[config.mk]
export PLATFORM = sky130hd
export DESIGN_NAME = lcd_text_driver
export DESIGN_NICKNAME = d
export VERILOG_FILES = /design/src/rtl/lcd_text_driver.sv
export SDC_FILE = /design/constraint.sdc
export NUM_CORES = 1
export LEC_CHECK = 0
export CAP_MARGIN = 10
export CORE_ASPECT_RATIO = 0.75
export CORE_MARGIN = 2
export CORE_UTILIZATION = 48
export DETAILED_ROUTE_END_ITERATION = 16
export HOLD_SLACK_MARGIN = 0.1
export PLACE_DENSITY = 0.83
export SETUP_SLACK_MARGIN = 0.05
export SYNTH_ARGS = -nofsm -noshare
export SYNTH_HDL_FRONTEND = slang
export SYNTH_SLANG_ARGS = --single-unit
[constraint.sdc]
create_clock -name Clk -period 10.59 [get_ports Clk]
set_input_delay 2.118 -clock Clk [delete_from_list [all_inputs] [get_ports Clk]]
set_output_delay 2.118 -clock Clk [all_outputs]
set_load 0.01 [all_outputs]
[src/rtl/lcd_text_driver.sv]
// HD44780-style 8-bit LCD text driver.
// Runs the power-up wait and init sequence, then refreshes two 16-character
// lines from a frame buffer. The buffer is snapshotted from text_in on every
// entry to the line-1 address transfer, so each frame is internally consistent.
module lcd_text_driver #(
  parameter int unsigned T_PWR = 1500000,
  parameter int unsigned T_SU  = 4,
  parameter int unsigned T_EH  = 12,
  parameter int unsigned T_W   = 4000,
  parameter int unsigned T_CLR = 164000
) (
  input  logic         Clk,
  input  logic         reset,
  input  logic [256:0] text_in,
  output logic [7:0]   lcd_db,
  output logic         lcd_rs,
  output logic         lcd_rw,
  output logic         lcd_e,
  output logic         init_done,
  output logic         frame_done
);

  localparam int unsigned MAX_A   = (T_PWR > T_CLR) ? T_PWR : T_CLR;
  localparam int unsigned MAX_B   = (T_W > T_EH) ? T_W : T_EH;
  localparam int unsigned MAX_C   = (MAX_B > T_SU) ? MAX_B : T_SU;
  localparam int unsigned CNT_MAX = (MAX_A > MAX_C) ? MAX_A : MAX_C;
  localparam int unsigned CW      = $clog2(CNT_MAX + 1);
  localparam int unsigned IW      = 5;

  typedef enum logic [2:0] {
    S_PWRUP  = 3'd0,
    S_INIT   = 3'd1,
    S_ADDR1  = 3'd2,
    S_CHARS1 = 3'd3,
    S_ADDR2  = 3'd4,
    S_CHARS2 = 3'd5
  } state_e;

  typedef enum logic [1:0] {
    P_SU = 2'd0,
    P_EH = 2'd1,
    P_WT = 2'd2
  } phase_e;

  state_e          state_q, state_d;
  phase_e          phase_q, phase_d;
  logic [CW-1:0]   cnt_q, cnt_d;
  logic [IW-1:0]   idx_q, idx_d;
  logic [255:0]    fbuf_q, fbuf_d;
  logic [7:0]      db_q, db_d;
  logic            rs_q, rs_d;
  logic            e_q, e_d;
  logic            init_done_q, init_done_d;
  logic            frame_done_q, frame_done_d;

  logic            wait_last;
  logic [7:0]      char_sel;

  // Bit 256 of text_in carries no information for this display.
  logic unused_text_msb;
  assign unused_text_msb = text_in[256];

  // Wait phase ends after T_CLR for the Clear command, T_W for everything else.
  always_comb begin
    if (state_q == S_INIT && idx_q == IW'(3)) begin
      wait_last = (cnt_q == CW'(T_CLR - 1));
    end else begin
      wait_last = (cnt_q == CW'(T_W - 1));
    end
  end

  // State, phase, counter and index registers.
  always_ff @(posedge Clk or posedge reset) begin
    if (reset) begin
      state_q <= S_PWRUP;
      phase_q <= P_SU;
      cnt_q   <= '0;
      idx_q   <= '0;
    end else begin
      state_q <= state_d;
      phase_q <= phase_d;
      cnt_q   <= cnt_d;
      idx_q   <= idx_d;
    end
  end

  // Next-state: phase sequencing within a transfer, then transfer sequencing.
  always_comb begin
    state_d = state_q;
    phase_d = phase_q;
    cnt_d   = cnt_q + CW'(1);
    idx_d   = idx_q;
    if (state_q == S_PWRUP) begin
      if (cnt_q == CW'(T_PWR - 1)) begin
        state_d = S_INIT;
        phase_d = P_SU;
        cnt_d   = '0;
        idx_d   = '0;
      end
    end else begin
      unique case (phase_q)
        P_SU: begin
          if (cnt_q == CW'(T_SU - 1)) begin
            phase_d = P_EH;
            cnt_d   = '0;
          end
        end
        P_EH: begin
          if (cnt_q == CW'(T_EH - 1)) begin
            phase_d = P_WT;
            cnt_d   = '0;
          end
        end
        P_WT: begin
          if (wait_last) begin
            phase_d = P_SU;
            cnt_d   = '0;
            unique case (state_q)
              S_INIT: begin
                if (idx_q == IW'(3)) begin
                  state_d = S_ADDR1;
                  idx_d   = '0;
                end else begin
                  idx_d = idx_q + IW'(1);
                end
              end
              S_ADDR1: begin
                state_d = S_CHARS1;
                idx_d   = '0;
              end
              S_CHARS1: begin
                if (idx_q == IW'(15)) begin
                  state_d = S_ADDR2;
                end else begin
                  idx_d = idx_q + IW'(1);
                end
              end
              S_ADDR2: begin
                state_d = S_CHARS2;
                idx_d   = IW'(16);
              end
              S_CHARS2: begin
                if (idx_q == IW'(31)) begin
                  state_d = S_ADDR1;
                  idx_d   = '0;
                end else begin
                  idx_d = idx_q + IW'(1);
                end
              end
              default: begin
                state_d = S_PWRUP;
                idx_d   = '0;
              end
            endcase
          end
        end
        default: begin
          phase_d = P_SU;
          cnt_d   = '0;
        end
      endcase
    end
  end

  // Character k lives at bits [255-8k -: 8]; ~idx equals 31-idx for a 5-bit index.
  assign char_sel = fbuf_d[{~idx_d, 3'b000} +: 8];

  // Output decode from the upcoming state so bus pins change with the transfer boundary.
  always_comb begin
    fbuf_d       = fbuf_q;
    db_d         = 8'h00;
    rs_d         = 1'b0;
    e_d          = 1'b0;
    init_done_d  = init_done_q;
    frame_done_d = 1'b0;
    if (state_d == S_ADDR1 && state_q != S_ADDR1) begin
      fbuf_d = text_in[255:0];
    end
    if (state_q == S_INIT && state_d == S_ADDR1) begin
      init_done_d = 1'b1;
    end
    if (state_q == S_CHARS2 && state_d == S_ADDR1) begin
      frame_done_d = 1'b1;
    end
    unique case (state_d)
      S_INIT: begin
        unique case (idx_d)
          IW'(0):  db_d = 8'h38;
          IW'(1):  db_d = 8'h0C;
          IW'(2):  db_d = 8'h06;
          default: db_d = 8'h01;
        endcase
      end
      S_ADDR1:  db_d = 8'h80;
      S_ADDR2:  db_d = 8'hC0;
      S_CHARS1,
      S_CHARS2: begin
        db_d = char_sel;
        rs_d = 1'b1;
      end
      default:  db_d = 8'h00;
    endcase
    e_d = (state_d != S_PWRUP) && (phase_d == P_EH);
  end

  // Registered LCD pins, status flags and frame snapshot.
  always_ff @(posedge Clk or posedge reset) begin
    if (reset) begin
      fbuf_q       <= '0;
      db_q         <= 8'h00;
      rs_q         <= 1'b0;
      e_q          <= 1'b0;
      init_done_q  <= 1'b0;
      frame_done_q <= 1'b0;
    end else begin
      fbuf_q       <= fbuf_d;
      db_q         <= db_d;
      rs_q         <= rs_d;
      e_q          <= e_d;
      init_done_q  <= init_done_d;
      frame_done_q <= frame_done_d;
    end
  end

  assign lcd_db     = db_q;
  assign lcd_rs     = rs_q;
  assign lcd_rw     = 1'b0;
  assign lcd_e      = e_q;
  assign init_done  = init_done_q;
  assign frame_done = frame_done_q;

endmodule
==> results of run 1 <==
==> worst paths after layout <==
| check | slack (ns) | cells past startpoint | end | start |
|---|---|---|---|---|
| setup / recovery | 4.93 | 11 | lcd_db[7] | idx_q[0] |
| hold / removal | 0.46 | 2 | fbuf_q[202] | fbuf_q[202] |
| setup reg to reg | 4.93 | 11 | lcd_db[7] | idx_q[0] |
| hold reg to reg | 0.46 | 2 | fbuf_q[202] | fbuf_q[202] |
| max in group asynchronous | 6.92 | 3 | fbuf_q[59] | reset |
| min in group asynchronous | 2.11 | 2 | fbuf_q[111] | reset |
==> layout make-up <==
cell class	count	share of cell area, %
Timing Repair Buffer	287	14.86
Tap cell	406	2.650
Clock buffer	43	4.648
Clock inverter	13	0.7572
Sequential cell	299	39.04
Antenna cell	2	0.02611
Inverter	68	1.397
Multi-Input combinational cell	1296	36.62
==> stage by stage <==
stage | hold slack (ns) | setup slack, ns | utilization (%)
after floorplan | 0.4264 | 0.2111 | -
after CTS | 0.4595 | 5.047 | 61.31
final | 0.4573 | 4.928 | 61.33
after global routing | 0.4751 | 4.669 | 61.32
after detailed placement | 0.4452 | 5.073 | 57.99
after global placement | 0.4376 | 5.088 | 57.99
==> power groups by stage <==
stage                     clock network (mW)  registers [mW]  logic [mW]
after global placement                     0            1.16       0.131
after CTS                               1.13            1.14       0.132
final                                   1.12            1.14       0.131
after floorplan                            0            1.16      0.0201
after global routing                    1.18            1.14       0.140
after detailed placement                   0            1.16       0.131
==> cells in the mapped netlist (8+ instances only) <==
| cell | n |
|---|---|
| xor2_1 | 11 |
| nand2_1 | 703 |
| inv_1 | 64 |
| o211ai_1 | 17 |
| xnor2_1 | 9 |
| mux2i_1 | 105 |
| a311oi_1 | 16 |
| clkbuf_1 | 44 |
| nand3_1 | 76 |
| a21oi_1 | 22 |
| nor2_1 | 70 |
| a31oi_1 | 21 |
| a211oi_1 | 16 |
| buf_2 | 50 |
| buf_6 | 8 |
| and3_1 | 24 |
| o21ai_1 | 11 |
| o21ai_0 | 23 |
| dfrtp_1 | 299 |
| nand4_1 | 9 |
| nor3_1 | 22 |
==> cell usage in the layout (no fill, tap or decap), drive strengths merged, types with 6 or more instances in the layout <==
master / n
a211oi: 19
buf: 17
a2111oi: 6
o21ai: 34
nand2: 703
nor2: 71
and3: 24
mux2i: 105
clkinv: 8
nand3: 76
o211ai: 19
inv: 68
xor2: 11
a311o: 6
clkdlybuf4s50: 269
clkbuf: 44
nor3: 22
a21oi: 22
xnor2: 9
mux2: 7
a31oi: 21
nand4: 9
a311oi: 17
dfrtp: 299
==> registers in the layout, indices dropped and copies added, names as in the netlist, 2 cells and up <==
register and count:
state_q 3, fbuf_q 256, lcd_db 8, cnt_q 21
idx_q 5, phase_q 2
==> worst max-delay path: cells and delay by family, from the launching register on <==
family / cells / cell delay, ns
compound gates: 5 / 1.71
fa+ha+maj: 1 / 0.25
buf+inv: 2 / 1.32
flops: 1 / 0.44
simple gates: 3 / 1.67
==> kinds of logic after synthesis <==
kind of cell    share of synthesized area (%)
flops                                   49.02
fa+ha+maj                              0.4099
xor+xnor                                1.148
simple gates                            26.06
mux                                     7.427
compound gates                          10.49
buf+inv                                 5.419
other cells                           0.02457
==> metal layers <==
layer	track usage, %	part of all wire (%)
met1	41.46	44
met2	46.37	46
met3	5.306	8.5
met4	7.194	2.1
met5	0	0.023
==> impl_metrics.toml, run 1 <==
[outcome]
outcome = "finished clean"

[sta]
slew_violations = 0
relSlewSlack_pct = 31.19
setup_viol = 0
finClkSkew_ns = 0.02427
final.period_utilization_pct = 53.46
fin_tns_setup_ns = 0
rsz0062_at_grt = "no"
max_freq_mhz = 176.6
worstMarginPinSlew_ns = 1.032
finalCriticalPeriod_ns = 5.662
hold_viol = 0

[power_and_ir_drop]
power.switching_uw = 508.3
pwr-share-seq_pct = 47.8
swShare_pct = 21.25
power_density_mw_per_mm2 = 124.8
power.leakage_nw = 8.632
ir_worst_vdd_mv = 0.1062
finalPower_mw = 2.392
pwr-share-clk_pct = 46.8
combPwrFrac_pct = 5.5
internal_power_mw = 1.884

[clock_tree]
clock-sinks = 299
cts_resized = 0
cts_tree = "built"
ctsRootBufferMaster = "clkbuf_16"
cts.clk_slew.worst_paths_ns = 0.06
cts_buffers = 30
hold_buffers = 0
ctsLongestPathBuffers = 3
ctsHtreeMaxLevel = 1
post_cts_buffers = 0
clock_latency_ns = 0.58

[yosys]
synthArstFlopShare_pct = 100.0
ys_seq_area_share_pct = 49.02
synth_top_area_share_pct = 49.02
syn_nets = 2041
ys_seq_elements = 299
avgSynthCellArea_sq_um = 8.589
synth-edff-count = 0
synthDistinctLibCells = 85
yosysWarnings = 0
synth_top_area_cell = "dfrtp_1"
synth_area_leaders = "dfrtp_1 (49%), nand2_1 (17%), mux2i_1 (6.9%)"
syn_inst = 1777
synth_ff_type = "dfrtp_1"
syn_area_sq_mm = 0.01526

[final_layout]
register_area_sq_mm = 0.007482
fin_cells = 2414
drive_above_1_share_pct = 5.035
final_cell_area_sq_mm = 0.01917
multi_input_area_sq_mm = 0.007019
n_fill_cell = 2622
syn_to_final_growth_pct = 25.58
nets = 2246

[critical_path]
critPathArrivalTime_ns = 6.12
critical_path.max_fanout = 74
slowest_delay_ns = 0.73
worstPathCellList = "ha_1 > nor4b_2 > nand4_1 > a211o_1 > o22a_4 > inv_6 > buf_4 > a311oi_1 > nor4_1 > o311ai_1 > o21ai_1"
cp_slowest_cell = "buf_4"
path_class = "flop to flop"
setup.worst_path.end_class = "flop"
cp_data_required_time_ns = 11.04
start_kind = "flop"

[floorplanning]
dieArea_sq_mm = 0.03326
die_h_um = 158.4
core_area_sq_mm = 0.03125
start_util_pct = 48.84
dieWidth_um = 209.9
ioPinCount = 272
num_rows = 56

[routing]
wl_mm = 48.31
drc = 0
drt_iter0_drc = 1388
via_per_inst = 5.694
firstDrtPassIters = 6
vias = 13750
ant_nets = 0
wl_per_cell_um = 20.01

[global_routing]
overflow = 0
antenna_found_initial = 3
grt_pass1_wl_mm = 75.72
grt_max_degree = 182
grt_usage_pct = 29.11
grt_pass1_vias = 13570

[placed_design]
hpwlAfterDp_mm = 32.32
place_area_sq_mm = 0.01812
gp_congestion = 0.9330
portBuffers = 269
dp.cells = 2355

[worst_hold_path]
min_path_type = "flop to flop"

[flow_run]
cap_violations = 0
No activity file was read; power rests on OpenSTA's default activity.
==> run 2, diff against run 1 <==
CORE_UTILIZATION = 53   (was 48)
PLACE_DENSITY = 0.86   (was 0.83)
clock period = 5.5 ns   (was 10.59 ns; I/O delays follow)
==> impl_metrics.toml, run 2 (synthesized netlist as in run 1, its figures left out) <==
[outcome]
outcome = "finished clean"

[floorplanning]
core_area_sq_mm = 0.02818
dieArea_sq_mm = 0.03019
num_rows = 53
dieWidth_um = 200.0
start_util_pct = 54.16
die_h_um = 151.0
ioPinCount = 272

[sta]
fin_tns_setup_ns = 0
hold_viol = 0
slew_violations = 0
relSlewSlack_pct = 29.84
worstMarginPinSlew_ns = 1.052
setup_ws_ns = 0.6241
finClkSkew_ns = 0.02381
max_freq_mhz = 205.1
final.period_utilization_pct = 88.65
finalCriticalPeriod_ns = 4.876
setup_viol = 0
holdWs_ns = 0.4557
rsz0062_at_grt = "no"

[power_and_ir_drop]
ir_worst_vdd_mv = 0.2282
power.leakage_nw = 8.817
power_density_mw_per_mm2 = 243.1

[placed_design]
place_area_sq_mm = 0.01831
hpwlAfterDp_mm = 34.20
portBuffers = 269
dp_slack_ns = 0.7846
gp_congestion = 0.9023

[final_layout]
postLayoutCoreUtil_pct = 68.93
layout_common_cells = "nand2_1 (703), dfrtp_1 (299), clkdlybuf4s50_1 (269)"
syn_to_final_growth_pct = 27.27
nets = 2275
final_cell_area_sq_mm = 0.01943
final_common_cell = "nand2_1"
n_fill_cell = 2137
largest_reg_flops = 256
drive_above_1_share_pct = 6.582
largest-register = "fbuf_q"

[clock_tree]
clock-sinks = 299
hold_buffers = 0
cts_buffers = 31
post_cts_buffers = 0
ctsLongestPathBuffers = 3
clock_latency_ns = 0.58
ctsHtreeMaxLevel = 1
ctsRootBufferMaster = "clkbuf_16"
cts_resized = 0
cts.clk_slew.worst_paths_ns = 0.06
cts_tree = "built"

[critical_path]
start_kind = "flop"
path_class = "flop to flop"
r2r_cells = 12
critical_path.max_fanout = 64
critPathArrivalTime_ns = 5.31
setup.worst_path.end_class = "flop"
cp_data_required_time_ns = 5.93

[global_routing]
overflow = 0
grt_pass1_vias = 13820
antenna_found_initial = 4
grt_max_degree = 160
grt_pass1_wl_mm = 75.70
grt_usage_pct = 32.67

[routing]
wl_mm = 49.39
firstDrtPassIters = 6
drt_iter0_drc = 1255
drc = 0
via_per_inst = 5.846
vias = 14170
wl_per_cell_um = 20.38
ant_nets = 0

[worst_hold_path]
min_path_type = "flop to flop"
hold_depth = 2

[flow_run]
cap_violations = 0
[run 2: changes by cell type in the layout (fill, tap and decap cells not counted)]
| cell | before | now |
|---|---|---|
| clkinvlp_4 | 2 | 3 |
| clkinv_4 | 0 | 2 |
| buf_4 | 15 | 43 |
| clkinv_2 | 8 | 7 |
| inv_8 | 1 | 0 |
| buf_12 | 2 | 3 |
| clkbuf_1 | 6 | 3 |
| inv_6 | 1 | 2 |
| a32oi_2 | 0 | 1 |
| bufinv_16 | 3 | 5 |
| a32oi_4 | 1 | 0 |
[run 2: power by group]
part / internal, mW / leakage, nW / switching [mW]
Combinational: 0.166 / 5.19 / 0.0871
Sequential: 2.20 / 3.08 / 0.000348
Clock: 1.36 / 0.547 / 0.906
[run 2: worst paths after layout]
check | start | end | slack (ns)
hold reg to reg | fbuf_q[43] | fbuf_q[43] | 0.46
setup reg to reg | idx_q[0] | lcd_db[0] | 0.62
setup / recovery | idx_q[0] | lcd_db[0] | 0.62
max in group asynchronous | reset | fbuf_q[224] | 3.61
min in group asynchronous | reset | cnt_q[8] | 1.08
hold / removal | fbuf_q[43] | fbuf_q[43] | 0.46
[run 2: layout make-up]
class	count	area [sq um]	share of cell area [%]
antenna	2	5.005	0.02576
clock buffer	41	883.3	4.547
clock inverter	17	226.5	1.166
inverter	68	264.0	1.359
multi-input combinational	1296	7008	36.08
sequential	299	7482	38.52
tap	385	481.7	2.480
timing repair buffer	315	3075	15.83
[run 2: metrics by stage]
step | cells | total power [mW]
2_1_floorplan | 1777 | 2.282
3_3_place_gp | 2363 | 2.494
3_5_place_dp | 2363 | 2.493
4_1_cts | 2421 | 4.751
5_1_grt | 2422 | 4.869
6_report | 2423 | 4.723
[run 2: routing by layer]
layer  track usage (%)  share of wire, %  vias to the layer above
met1             46.42                42                     6846
li1                  -                 -                     6426
met5                 0             0.051                        -
met4             12.15               3.3                        4
met2             49.91                45                      778
met3             6.413               9.9                      112
[run 2: worst max-delay path, stage by stage, from the launching register on]
cell and delay (ns):
dfrtp_1 0.41, ha_1 0.24, nor4b_2 0.43, nand4_1 0.53, a211o_1 0.61, o22a_4 0.47
inv_6 0.56, buf_4 0.36, nor2_1 0.08, a211oi_1 0.46, a311oi_1 0.10, a211oi_1 0.34
o41ai_1 0.12
==> run 3, diff against run 2 <==
CORE_ASPECT_RATIO = 0.8   (was 0.75)
==> impl_metrics.toml, run 3 (synthesized netlist as in run 1, its figures left out) <==
[outcome]
outcome = "finished clean"

[power_and_ir_drop]
power.leakage_nw = 8.751
power_density_mw_per_mm2 = 236.5
ir_worst_vdd_mv = 0.2477

[placed_design]
place_area_sq_mm = 0.01830
dp.cells = 2342
hpwlAfterDp_mm = 33.33
portBuffers = 269
gp_congestion = 0.8976

[final_layout]
syn_to_final_growth_pct = 26.64
largest-register = "fbuf_q"
final_common_cell = "nand2_1"
nets = 2268
largest_reg_flops = 256
layout_common_cells = "nand2_1 (703), dfrtp_1 (299), clkdlybuf4s50_1 (269)"
fin_cells = 2399
final_cell_area_sq_mm = 0.01933
drive_above_1_share_pct = 5.920

[critical_path]
start_kind = "flop"
path_class = "flop to flop"
critical_path.max_fanout = 49
critPathArrivalTime_ns = 5.01
cp_data_required_time_ns = 5.91
setup.worst_path.end_class = "flop"

[global_routing]
antenna_found_initial = 6
grt_usage_pct = 31.46
grt_pass1_vias = 13890
overflow = 0
grt_pass1_wl_mm = 75.22
grt_max_degree = 193

[floorplanning]
start_util_pct = 53.97
dieWidth_um = 193.7
core_area_sq_mm = 0.02828
die_h_um = 155.8
dieArea_sq_mm = 0.03018
ioPinCount = 272
num_rows = 55

[sta]
final.period_utilization_pct = 83.68
setup_viol = 0
fin_tns_setup_ns = 0
worstMarginPinSlew_ns = 1.287
finClkSkew_ns = 0.01053
hold_viol = 0
relSlewSlack_pct = 14.20
rsz0062_at_grt = "no"
slew_violations = 0
max_freq_mhz = 217.3
finalCriticalPeriod_ns = 4.602

[clock_tree]
cts_tree = "built"
clock_latency_ns = 0.56
ctsLongestPathBuffers = 3
cts_buffers = 30
post_cts_buffers = 0
ctsHtreeMaxLevel = 1
hold_buffers = 0
ctsRootBufferMaster = "clkbuf_16"
cts_resized = 0
cts.clk_slew.worst_paths_ns = 0.07
clock-sinks = 299

[routing]
drt_iter0_drc = 1232
wl_per_cell_um = 19.97
firstDrtPassIters = 6
drc = 0
wl_mm = 47.91
ant_nets = 0
vias = 14060
via_per_inst = 5.860

[flow_run]
cap_violations = 0

[worst_hold_path]
min_path_type = "flop to flop"
## run 3: cell count changes in the layout (fill, tap and decap cells not counted)
| cell | change |
|---|---|
| clkbuf_1 | +6 |
| clkinvlp_4 | -1 |
| inv_6 | -1 |
| buf_12 | +4 |
| a21oi_1 | -1 |
| clkinv_2 | -3 |
| buf_4 | -10 |
| bufinv_16 | -2 |
| a21oi_2 | +1 |
| clkinv_4 | -2 |
## run 3: metal layers
| metal | GRT usage, % | share of wire (%) |
|---|---|---|
| met5 | 0 | 0.11 |
| met4 | 8.724 | 2.7 |
| met3 | 9.144 | 11 |
| met2 | 48.42 | 44 |
| met1 | 43.70 | 42 |
## run 3: power breakdown
part | internal (mW) | switching, mW
logic | 0.166 | 0.0863
registers | 2.20 | 0.000399
clock network | 1.26 | 0.854
total | 3.63 | 0.941
## run 3: worst max-delay path, cell delays in order (launching register included)
cell and delay, ns:
dfrtp_1 0.70, nor3b_2 0.17, a2111oi_0 1.07, o2111a_4 0.83, buf_4 0.42, mux2i_1 0.36, mux2i_1 0.17, mux2i_1 0.20
mux2i_1 0.11, a32oi_1 0.22, nand4_1 0.16
## run 3: per-stage QoR
step	utilization, %	hold slack [ns]	power [mW]	worst slack [ns]
global placement	64.71	0.4370	2.496	1.110
finish	68.34	0.4565	4.572	0.8976
floorplan	-	0.4264	2.282	0.4269
global route	68.33	0.4769	4.701	0.5862
detailed placement	64.71	0.4467	2.494	1.096
CTS	68.33	0.4593	4.591	0.9934
## run 3: path summary, 6_finish.rpt
| kind | from | end | slack, ns | depth (start not counted) |
|---|---|---|---|---|
| worst max register to register | state_q[1] | lcd_db[4] | 0.90 | 10 |
| max in group asynchronous | reset | fbuf_q[134] | 3.33 | 3 |
| min in group asynchronous | reset | fbuf_q[13] | 1.03 | 3 |
| worst max-delay path | state_q[1] | lcd_db[4] | 0.90 | 10 |
| worst min register to register | fbuf_q[125] | fbuf_q[125] | 0.46 | 2 |
| worst min-delay path | fbuf_q[125] | fbuf_q[125] | 0.46 | 2 |
## run 3: final cells by class
| type | count | area [sq um] |
|---|---|---|
| repair buffers | 309 | 3080 |
| flip-flops and latches | 299 | 7482 |
| well taps | 370 | 462.9 |
| multi-input cells | 1296 | 7012 |
| diodes | 2 | 5.005 |
| clock inverters | 8 | 117.6 |
| inverters | 68 | 264.0 |
| fillers | 2184 | 8954 |
| clock buffers | 47 | 905.9 |
